<file path="src/rtl/mips_pkg.sv">
// mips_pkg: MIPS instruction field positions, opcode constants and fetch FSM states
package mips_pkg;
  localparam int OPC_MSB = 31;
  localparam int OPC_LSB = 26;
  localparam int RS_MSB = 25;
  localparam int RS_LSB = 21;
  localparam int RT_MSB = 20;
  localparam int RT_LSB = 16;
  localparam int RD_MSB = 15;
  localparam int RD_LSB = 11;
  localparam int SHAMT_MSB = 10;
  localparam int SHAMT_LSB = 6;
  localparam int FUNCT_MSB = 5;
  localparam int FUNCT_LSB = 0;
  localparam int IMM_MSB = 15;
  localparam int IMM_LSB = 0;
  localparam logic [5:0] OP_RTYPE = 6'h00;
  localparam logic [5:0] OP_ADDI = 6'h08;
  localparam logic [5:0] OP_RESET = 6'h3F;
  typedef enum logic [1:0] {S_ISSUE, S_WAIT, S_HOLD} ifu_state_t;
endpackage

</file>
<file path="src/rtl/ir_field_split.sv">
// ir_field_split: combinational split of a 32-bit instruction word into MIPS fields
module ir_field_split
  import mips_pkg::*;
(
  input  logic [31:0] ir,
  output logic [5:0]  opcode,
  output logic [4:0]  rs,
  output logic [4:0]  rt,
  output logic [4:0]  rd,
  output logic [4:0]  shamt,
  output logic [5:0]  funct,
  output logic [15:0] imm16
);
  assign opcode = ir[OPC_MSB:OPC_LSB];
  assign rs = ir[RS_MSB:RS_LSB];
  assign rt = ir[RT_MSB:RT_LSB];
  assign rd = ir[RD_MSB:RD_LSB];
  assign shamt = ir[SHAMT_MSB:SHAMT_LSB];
  assign funct = ir[FUNCT_MSB:FUNCT_LSB];
  assign imm16 = ir[IMM_MSB:IMM_LSB];
endmodule

</file>
<file path="src/rtl/instr_fetch_unit.sv">
// instr_fetch_unit: multicycle fetch with IR latch, valid/ready handoff and PC redirect (IFU_PERF_CNT_EN adds fetch/stall counters)
module instr_fetch_unit
  import mips_pkg::*;
#(
  parameter int ADDR_W = 32,
  parameter int DATA_W = 32,
  parameter int MEM_LAT = 2,
  parameter int unsigned RESET_PC = 0
) (
  input  logic              clk,
  input  logic              reset,
  output logic [ADDR_W-1:0] mem_addr,
  output logic              mem_rd,
  input  logic [DATA_W-1:0] mem_rdata,
  input  logic              redirect_valid,
  input  logic [ADDR_W-1:0] redirect_pc,
  output logic              instr_valid,
  input  logic              instr_ready,
  output logic [DATA_W-1:0] ir,
  output logic [5:0]        opcode,
  output logic [4:0]        rs,
  output logic [4:0]        rt,
  output logic [4:0]        rd,
  output logic [4:0]        shamt,
  output logic [5:0]        funct,
  output logic [15:0]       imm16,
  output logic [ADDR_W-1:0] pc,
  output logic [ADDR_W-1:0] pc_plus4,
  output logic              busy
`ifdef IFU_PERF_CNT_EN
  ,
  output logic [31:0]       fetch_cnt,
  output logic [31:0]       stall_cnt
`endif
);
  localparam int CNT_W = $clog2(MEM_LAT + 1);
  ifu_state_t state, state_n;
  logic [CNT_W-1:0] cnt, cnt_n;
  logic [ADDR_W-1:0] pc_n, addr_n, redir_pc;
  logic [DATA_W-1:0] ir_n;
  logic rd_n, valid_n, discard, discard_n, hs;
  assign redir_pc = redirect_pc & ~ADDR_W'(3);
  assign hs = instr_valid && instr_ready;
  assign pc_plus4 = pc + ADDR_W'(4);
  assign busy = (state == S_WAIT);
  // state register
  always_ff @(posedge clk)
    state <= reset ? S_ISSUE : state_n;
  // datapath registers; reset abandons any in-flight read
  always_ff @(posedge clk) begin
    if (reset) begin
      pc <= ADDR_W'(RESET_PC);
      ir <= '0;
      mem_addr <= '0;
      mem_rd <= 1'b0;
      instr_valid <= 1'b0;
      cnt <= '0;
      discard <= 1'b0;
    end else begin
      pc <= pc_n;
      ir <= ir_n;
      mem_addr <= addr_n;
      mem_rd <= rd_n;
      instr_valid <= valid_n;
      cnt <= cnt_n;
      discard <= discard_n;
    end
  end
  // next state: a redirect always wins the PC; a redirected read still runs to completion but is dropped
  always_comb begin
    state_n = state;
    pc_n = pc;
    ir_n = ir;
    addr_n = mem_addr;
    rd_n = 1'b0;
    valid_n = instr_valid;
    cnt_n = cnt;
    discard_n = discard;
    case (state)
      S_ISSUE: begin
        if (redirect_valid) pc_n = redir_pc;
        else begin
          addr_n = pc;
          rd_n = 1'b1;
          cnt_n = CNT_W'(MEM_LAT);
          state_n = S_WAIT;
        end
      end
      S_WAIT: begin
        if (redirect_valid) begin
          discard_n = 1'b1;
          pc_n = redir_pc;
        end
        if (cnt == '0) begin
          if (discard || redirect_valid) begin
            discard_n = 1'b0;
            state_n = S_ISSUE;
          end else begin
            ir_n = mem_rdata;
            valid_n = 1'b1;
            state_n = S_HOLD;
          end
        end else cnt_n = cnt - CNT_W'(1);
      end
      S_HOLD: begin
        if (redirect_valid || hs) begin
          valid_n = 1'b0;
          pc_n = redirect_valid ? redir_pc : pc_plus4;
          state_n = S_ISSUE;
        end
      end
      default: state_n = S_ISSUE;
    endcase
  end
  ir_field_split u_split (
    .ir(ir[31:0]),
    .opcode(opcode),
    .rs(rs),
    .rt(rt),
    .rd(rd),
    .shamt(shamt),
    .funct(funct),
    .imm16(imm16)
  );
`ifdef IFU_PERF_CNT_EN
  // handshakes completed and cycles the consumer held off a valid instruction
  always_ff @(posedge clk) begin
    if (reset) begin
      fetch_cnt <= '0;
      stall_cnt <= '0;
    end else begin
      fetch_cnt <= fetch_cnt + 32'(hs);
      stall_cnt <= stall_cnt + 32'(instr_valid && !instr_ready);
    end
  end
`endif
endmodule

</file>
<file path="config.mk">
export PLATFORM = sky130hd
export DESIGN_NAME = instr_fetch_unit
export DESIGN_NICKNAME = d
export VERILOG_FILES = /design/src/rtl/mips_pkg.sv /design/src/rtl/ir_field_split.sv /design/src/rtl/instr_fetch_unit.sv
export SDC_FILE = /design/constraint.sdc
export NUM_CORES = 1
export LEC_CHECK = 0
export CAP_MARGIN = 20
export CORE_AREA = 2 2 134 136
export CTS_CLUSTER_DIAMETER = 80
export DETAILED_ROUTE_END_ITERATION = 10
export DIE_AREA = 0 0 136 138
export DONT_BUFFER_PORTS = 1
export PLACE_DENSITY_LB_ADDON = 0.15
export SYNTH_ARGS = -nofsm -noshare
export SYNTH_HDL_FRONTEND = slang
export SYNTH_SLANG_ARGS = --single-unit
</file>
<file path="constraint.sdc">
create_clock -name clk -period 2.7 [get_ports clk]
set_clock_uncertainty 0.05 [all_clocks]
set_input_delay 0.27 -clock clk [delete_from_list [all_inputs] [get_ports clk]]
set_output_delay 0.27 -clock clk [all_outputs]
set_load 0.05 [all_outputs]
</file>
==> summary.md <==
| Metric | Value |
|---|---|
| Final setup viols | 0 |
| Synth Area per Inst | approximately 7.6 sq um |
| DR vias | ~4700 |
| Setup Crit Path Kind | reg2out |
| Largest family of logic cells by synthesized area | simple AND/OR/NAND/NOR gates |
| Worst slew margin | around 32% |
| Xor/xnor share of the synthesized area | under 10% |
| Cell depth of the worst flop-to-flop path | 9 |
| Power per cell area | between 600 and 700 nW/um^2 |
| Diodes inserted | 0 |
| Top-count cell post-synth | nand2_1 |
| Largest net degree at the start of global routing | 96 |
| Worst hold path class | in2reg |
| #FFs+latches synth | a little under 100 |
| Commonest register cell after synthesis | dfxtp_1 |
| FFs w/ async S/R, synth | 0% |
| CP endpoint kind | primary output |
| Worst Tran Pin Value | 1.015 ns |
| IO Port Bufs | 0 |
| CTS tree | done |
| Clk buf depth | 2 |
| Placed cell areas | 5913 sq um |
| Core Box Area | ~18000 sq um |
| Max rail drop VDD | about 0.00029 V |
| Adder-cell share of the synthesized area | less than 1% |
| R2R setup slack | 0.42 ns |
| Share of the synthesized area in the top cell type | between 30% and 40% |
| Total Routing Usage GR | roughly 17% |
| Synth Instances | slightly below 700 |
| CP required | around 2.4 ns |
| DRT iter0 DRCs | slightly above 200 |
| CTS buffer count | 9 |
| DRC viols | 0 |
| Max-cap violations | 0 |
| Die area | roughly 19000 sq um |
| DP Cell Count | 897 |
| Root Driver | clkbuf_16 |
| H-tree levels | 3 |
| WHS Path Cells | 2 |
| Seq/Total Area, Yosys | 38.84% |
| Vias per cell | about 5 |
| Critical path fanouts, max | 6 |
| Multiplexer share of the synthesized area | 0.3923% |
| WL/cell | approximately 18 um |
| GRT overflow | 0 |
| Top Ports | about 250 |
| Final Wtd Congestion | roughly 0.8 |
| Startpoint types | flip-flop |
| Post-Layout Inst Area | 6550 sq um |
| FP Rows | 49 |
| Non-Filler Instances | ~940 |
| Layout cells sized above 1 | between 20% and 30% |
| CTS sink count | just under 100 |
| Util after Layout | 37.36% |
| Min-Delay Endpoint | ir[0]$_SDFFE_PP0P_ |
| Post-detail-place hpwl | roughly 12 mm |
| Min cycle time layout | about 2.6 ns |
| Tot Pwr | a little over 0.004 W |
| Global-route wire length before repair | ~26 mm |
| Nets@finish | ~780 |
| Top post-synthesis cells by count | nand2_1 (158), dfxtp_1 (99), a21oi_1 (87) |
| Compound-Gate Fraction of Synth Area | ~18% |
| RR Startpoint | pc[2]$_SDFFE_PP0P_ |
| Routed WL | between 15 and 20 mm |
| Post-route ant nets | 0 |
| Final Hold Fails | 0 |
| RSZ-0062 raised after global routing | yes |
| Status | finished, final reports clean |
| Clock Latency Late Sink | about 0.35 ns |
| Fin crit share | a little over nine tenths |
| DR pass1 iterations | 4 |
| P_leak | 2.549 nW |
| Synth top area cells | dfxtp_1 (39%), nand2_1 (12%), a21oi_1 (8.5%) |
| Die H | 138 um |
| Area Overhead vs Synth | 28.37% |
| Ys Warns | 0 |
| Reg2reg end | pc[31]$_SDFFE_PP0P_ |
| Netlist Area Pre-Place | 5102 sq um |
| Max Fclk | approximately 0.38 GHz |
| Critical path arrival | about 2.3 ns |
| Initial antenna violation count | 1 |
| CTS clk-pin slew, worst paths | 0.07 ns |
| Max Slew Vio Count | 0 |
| Vias in the first global route | ~4700 |
| Worst Hold Launch | mem_rdata[0] |
| Post-synth EDFFs | 0 |
| Leading area contributor after synthesis | dfxtp_1 |
| Setup TNS | 0 ns |
| Post-synthesis simple-gate area fraction | between 20% and 30% |
| Synth cell types | 55 |
| Starting density of the core | 29.10% |
| Die X | 136 um |
-- worst max-delay path, stage by stage, from the launching register on --
cell and delay, ns:
dfxtp_1 0.34, ha_1 0.31, nand4_1 0.28, or4_1 0.65, xnor2_2 0.24, buf_12 0.17
-- cell type report --
type	count	area [sq um]
well taps	229	286.5
inverters	15	56.30
repair buffers	124	1305
fillers	1813	10980
multi-input cells	457	2601
clock inverters	4	75.07
clock buffers	11	242.7
flip-flops and latches	99	1983
-- power by group --
part | leakage, nW | internal, W | switching [W]
clock | 0.148 | 0.000834 | 0.000580
sequential | 0.808 | 0.00153 | 0.000172
combinational | 1.59 | 0.000289 | 0.000663
total | 2.55 | 0.00266 | 0.00142
-- sequential cells by signal (all words and copies together), names as in the netlist --
name,count
pc,30
discard,1
mem_addr,30
instr_valid,1
cnt,2
state,2
ir,32
mem_rd,1
-- cells by family (layout without fill, tap and decap cells) --
logic type,Yosys count,after routing
buf+inv,122,154
mux,2,2
xor+xnor,28,28
fa+ha+maj,2,2
simple gates,270,270
flops,99,99
compound gates,149,149
other cells,1,6
-- placed cells by master, fill, tap and decap left out, types with 3 or more instances in the layout --
cell type	n
xnor2_2	12
nor2b_1	3
nor4_2	3
a31oi_1	5
nor3_1	11
nand3_1	20
dlygate4sd3_1	22
a21oi_1	86
a22oi_1	7
nand2_1	158
xor2_1	6
dfxtp_1	98
buf_4	77
conb_1	6
a22o_1	5
nand4_1	9
o21ai_0	11
o32ai_1	10
inv_1	15
and3_1	4
nor2_1	35
or3_1	5
a21o_1	3
a2bb2oi_1	4
clkbuf_16	9
buf_12	22
xnor2_1	8
-- worst max path at each step --
stage	slack [ns]	endpoint	start
2_1_floorplan	-0.1	pc_plus4[29]	pc[6]$_SDFFE_PP0P_
3_3_place_gp	0.28	pc_plus4[29]	pc[3]$_SDFFE_PP0P_
3_5_place_dp	0.25	pc_plus4[29]	pc[3]$_SDFFE_PP0P_
4_1_cts	0.004	pc_plus4[22]	pc[3]$_SDFFE_PP0P_
5_1_grt	-0.04	pc_plus4[31]	pc[2]$_SDFFE_PP0P_
6_report	0.05	pc_plus4[16]	pc[3]$_SDFFE_PP0P_
-- layer usage --
layer | track usage (%) | routed length (um) | vias to the layer above
met5 | 0 | 11 | -
met4 | 6.086 | 279 | 2
met3 | 5.354 | 1463 | 24
met2 | 30.36 | 8232 | 199
met1 | 20.03 | 6782 | 2210
li1 | - | - | 2282
-- what timing repair did --
| item | in CTS | in global routing |
|---|---|---|
| endpoints found under the setup margin | 2 | 9 |
| pin swaps | 1 | 2 |
| gates resized for setup | 1 | 3 |
| buffers inserted | 1 | 2 |
| hold buffers | 23 | 0 |
| hold endpoints to repair | 95 | 0 |
-- per-stage QoR --
stage	hold WS [ns]	setup slack, ns
finish	0.01645	0.05378
global route	0.005183	-0.04418
CTS	0.0004710	0.004171
detailed placement	0.2996	0.2456
global placement	0.2963	0.2847
floorplan	0.3560	-0.09850
No activity file was read; power rests on OpenSTA's default activity.
==> RTL edit (same settings) <==
Add a define of `IFU_PERF_CNT_EN`.
--- a/src/rtl/instr_fetch_unit.sv
+++ b/src/rtl/instr_fetch_unit.sv
@@ -1,4 +1,6 @@
 // instr_fetch_unit: multicycle fetch with IR latch, valid/ready handoff and PC redirect (IFU_PERF_CNT_EN adds fetch/stall counters)
+`define IFU_PERF_CNT_EN
+
 module instr_fetch_unit
   import mips_pkg::*;
 #(
Check against the original RTL (old outputs only; new: fetch_cnt and stall_cnt): equivalent (equiv_simple and equiv_induct, registers matched by name and starting in step).
==> RTL edit against the unedited design <==
- core utilization up 24 points
- critical path type unchanged
- total power up 46%
- design area up 64%
- routed wire length up 52%
- clock power up 69%
- hold slack better by 8.9 ps
- setup slack better by 50 ps
- synthesized area up 66%
- combinational power down 6.1%
- count of clock-buffer cells in the layout up 6
- sequential share of layout area up 0.18 points
- highest routed layer is now met4
- global-route usage up 9.4 points
- sequential cell count up 64
==> RTL edit: results (changes against the unedited design) <==
Global routing
  – Grt met1 use: 31.4% (+11 points)
  – GR Util met2: 46.0% (+16 points)
  – Met3 usage in global routing: 8.03% (+2.7 points)
  – Gr usage total: 26.8% (+9.4 points)
  – Largest net degree at the start of global routing: 131 (+36%)
  – First-pass GRT wire length: 40,400 um (+57%)
  – Vias in the first global route: 7,657 (+62%)
  – Initial antenna violation count: 2 (+1)

Place
  – Placed cell count: 1,310 (+46%)
  – HPWL Detailed: 17,100 um (+45%)
  – Area post-placement: 9590 um^2 (+62%)
  – Final Wtd Congestion: 0.881 (+8.2%)
  – Pre-CTS WS: 121 ps (-125 ps)

Logic synthesis
  – Syn. warnings: 0 (unchanged)
  – Syn Area/Cell: 7.89 um^2 (+4.1%)
  – Xor/xnor share of the synthesized area: 5.18% (+0.37 points)
  – Async SR Flop Fraction: 0% (unchanged)
  – Top FF cell, synth: dfxtp_1
  – Distinct cells, synth: 57 (+3.6%)
  – Top post-synthesis cells by count: nand2_1 (168), dfxtp_1 (163), a21oi_1 (102)
  – Sequential area share after synthesis: 38.6% (-0.27 points)
  – Synth Area in Compound Gates: 14.8% (-3.0 points)
  – Proportion of synthesized area in mux cells: 2.23% (+1.8 points)
  – Synth area leaders: dfxtp_1 (39%), nand2_1 (7.5%), a21oi_1 (6.0%)
  – Fraction of the mapped netlist area in adder cells: 0.887% (+0.40 points)

Clocking
  – Clock Tree Buf Depth: 2 (unchanged)
  – H-tree Lvls: 4 (+1)
  – Clk_lat worst skew: 420 ps (+70 ps)
  – CTS Buf Count: 17 (+8)
  – Worst-path clk slew: 70 ps (about the same)

Finish
  – Fill cells: 1,546 (-15%)
  – Register Area: 3280 um^2 (+65%)
  – Fin nets: 1,222 (+57%)
  – Share of cells above drive strength 1: 21.7% (+0.88 points)
  – Largest regs: fetch_cnt (32), ir (32), stall_cnt (32)

Routing
  – Routed Wire Length: 25,500 um (+52%)
  – DRT Pass-1 Iters: 5 (+1)
  – Routed vias/inst: 5.74 (+14%)
  – DRT iter0 DRCs: 456 (+120%)
  – Via count: 7,992 (+69%)

Pwr
  – Peak supply drop: 0.452 mV (+57%)
  – Leak: 4.04 nW (+58%)

Status
  – Outcome: finished, final reports clean

Timing
  – Worst-Margin Slew: 997 ps (-18.0 ps)

Critical path
  – Critical path arrival: 2280 ps (-50 ps)
  – Crit path max fanout: 10 (+4)

Hold path
  – Min-delay worst type: in -> reg
-- RTL edit: cells by family after synthesis --
kind of cell / Yosys count
DFF: 163
buffers and inverters: 165
xor gates and xnor gates: 50
muxes: 17
AOI/OAI and AO/OA: 205
other: 1
and+or+nand+nor: 465
adders and majority gates: 6
-- RTL edit: final timing paths --
path / from / to / slack, ps / cells after the start
max reg2reg: instr_valid$_SDFFE_PP0P_ / stall_cnt[16]$_SDFF_PP0_ / 150 / 8
min: reset / stall_cnt[24]$_SDFF_PP0_ / 30 / 2
max: pc[16]$_SDFFE_PP0P_ / pc_plus4[21] / 100 / 7
min reg2reg: ir[12]$_SDFFE_PP0P_ / ir[12]$_SDFFE_PP0P_ / 400 / 2
-- RTL edit: layer usage --
metal | wire length (um) | up-vias
met3 | 1980 | 36
met5 | 0 | -
met2 | 12700 | 280
li1 | - | 3865
met4 | 594 | 0
met1 | 10300 | 3811
-- RTL edit: what timing repair did --
| item | in CTS | in global routing |
|---|---|---|
| hold endpoints to repair | 139 | 0 |
| hold buffers | 44 | 0 |
| setup buffers | 2 | 1 |
| setup endpoints to repair | 13 | 17 |
| resized for setup | 6 | 15 |
| pin swaps | 2 | 1 |
-- RTL edit: report_power, final --
| part | switching (mW) | leakage (nW) | internal [mW] |
|---|---|---|---|
| Combinational | 0.599 | 2.43 | 0.293 |
| Clock | 1.08 | 0.276 | 1.30 |
| Sequential | 0.189 | 1.33 | 2.47 |
-- RTL edit: worst max-delay path, cell delays in order, from the launching register on --
cell     delay (ps)
dfxtp_2         350
buf_8           200
nand4_1         200
nor4_2          290
buf_4           190
and3_1          230
xor2_2          220
buf_12          170
-- RTL edit: area by class of cell --
type / instances / share of cell area, %
tap: 229 / 2.66
antenna: 3 / 0.0698
sequential: 163 / 30.5
multi-input combinational: 749 / 43.1
clock buffer: 17 / 3.95
timing repair buffer: 196 / 17.7
clock inverter: 14 / 1.35
inverter: 21 / 0.733
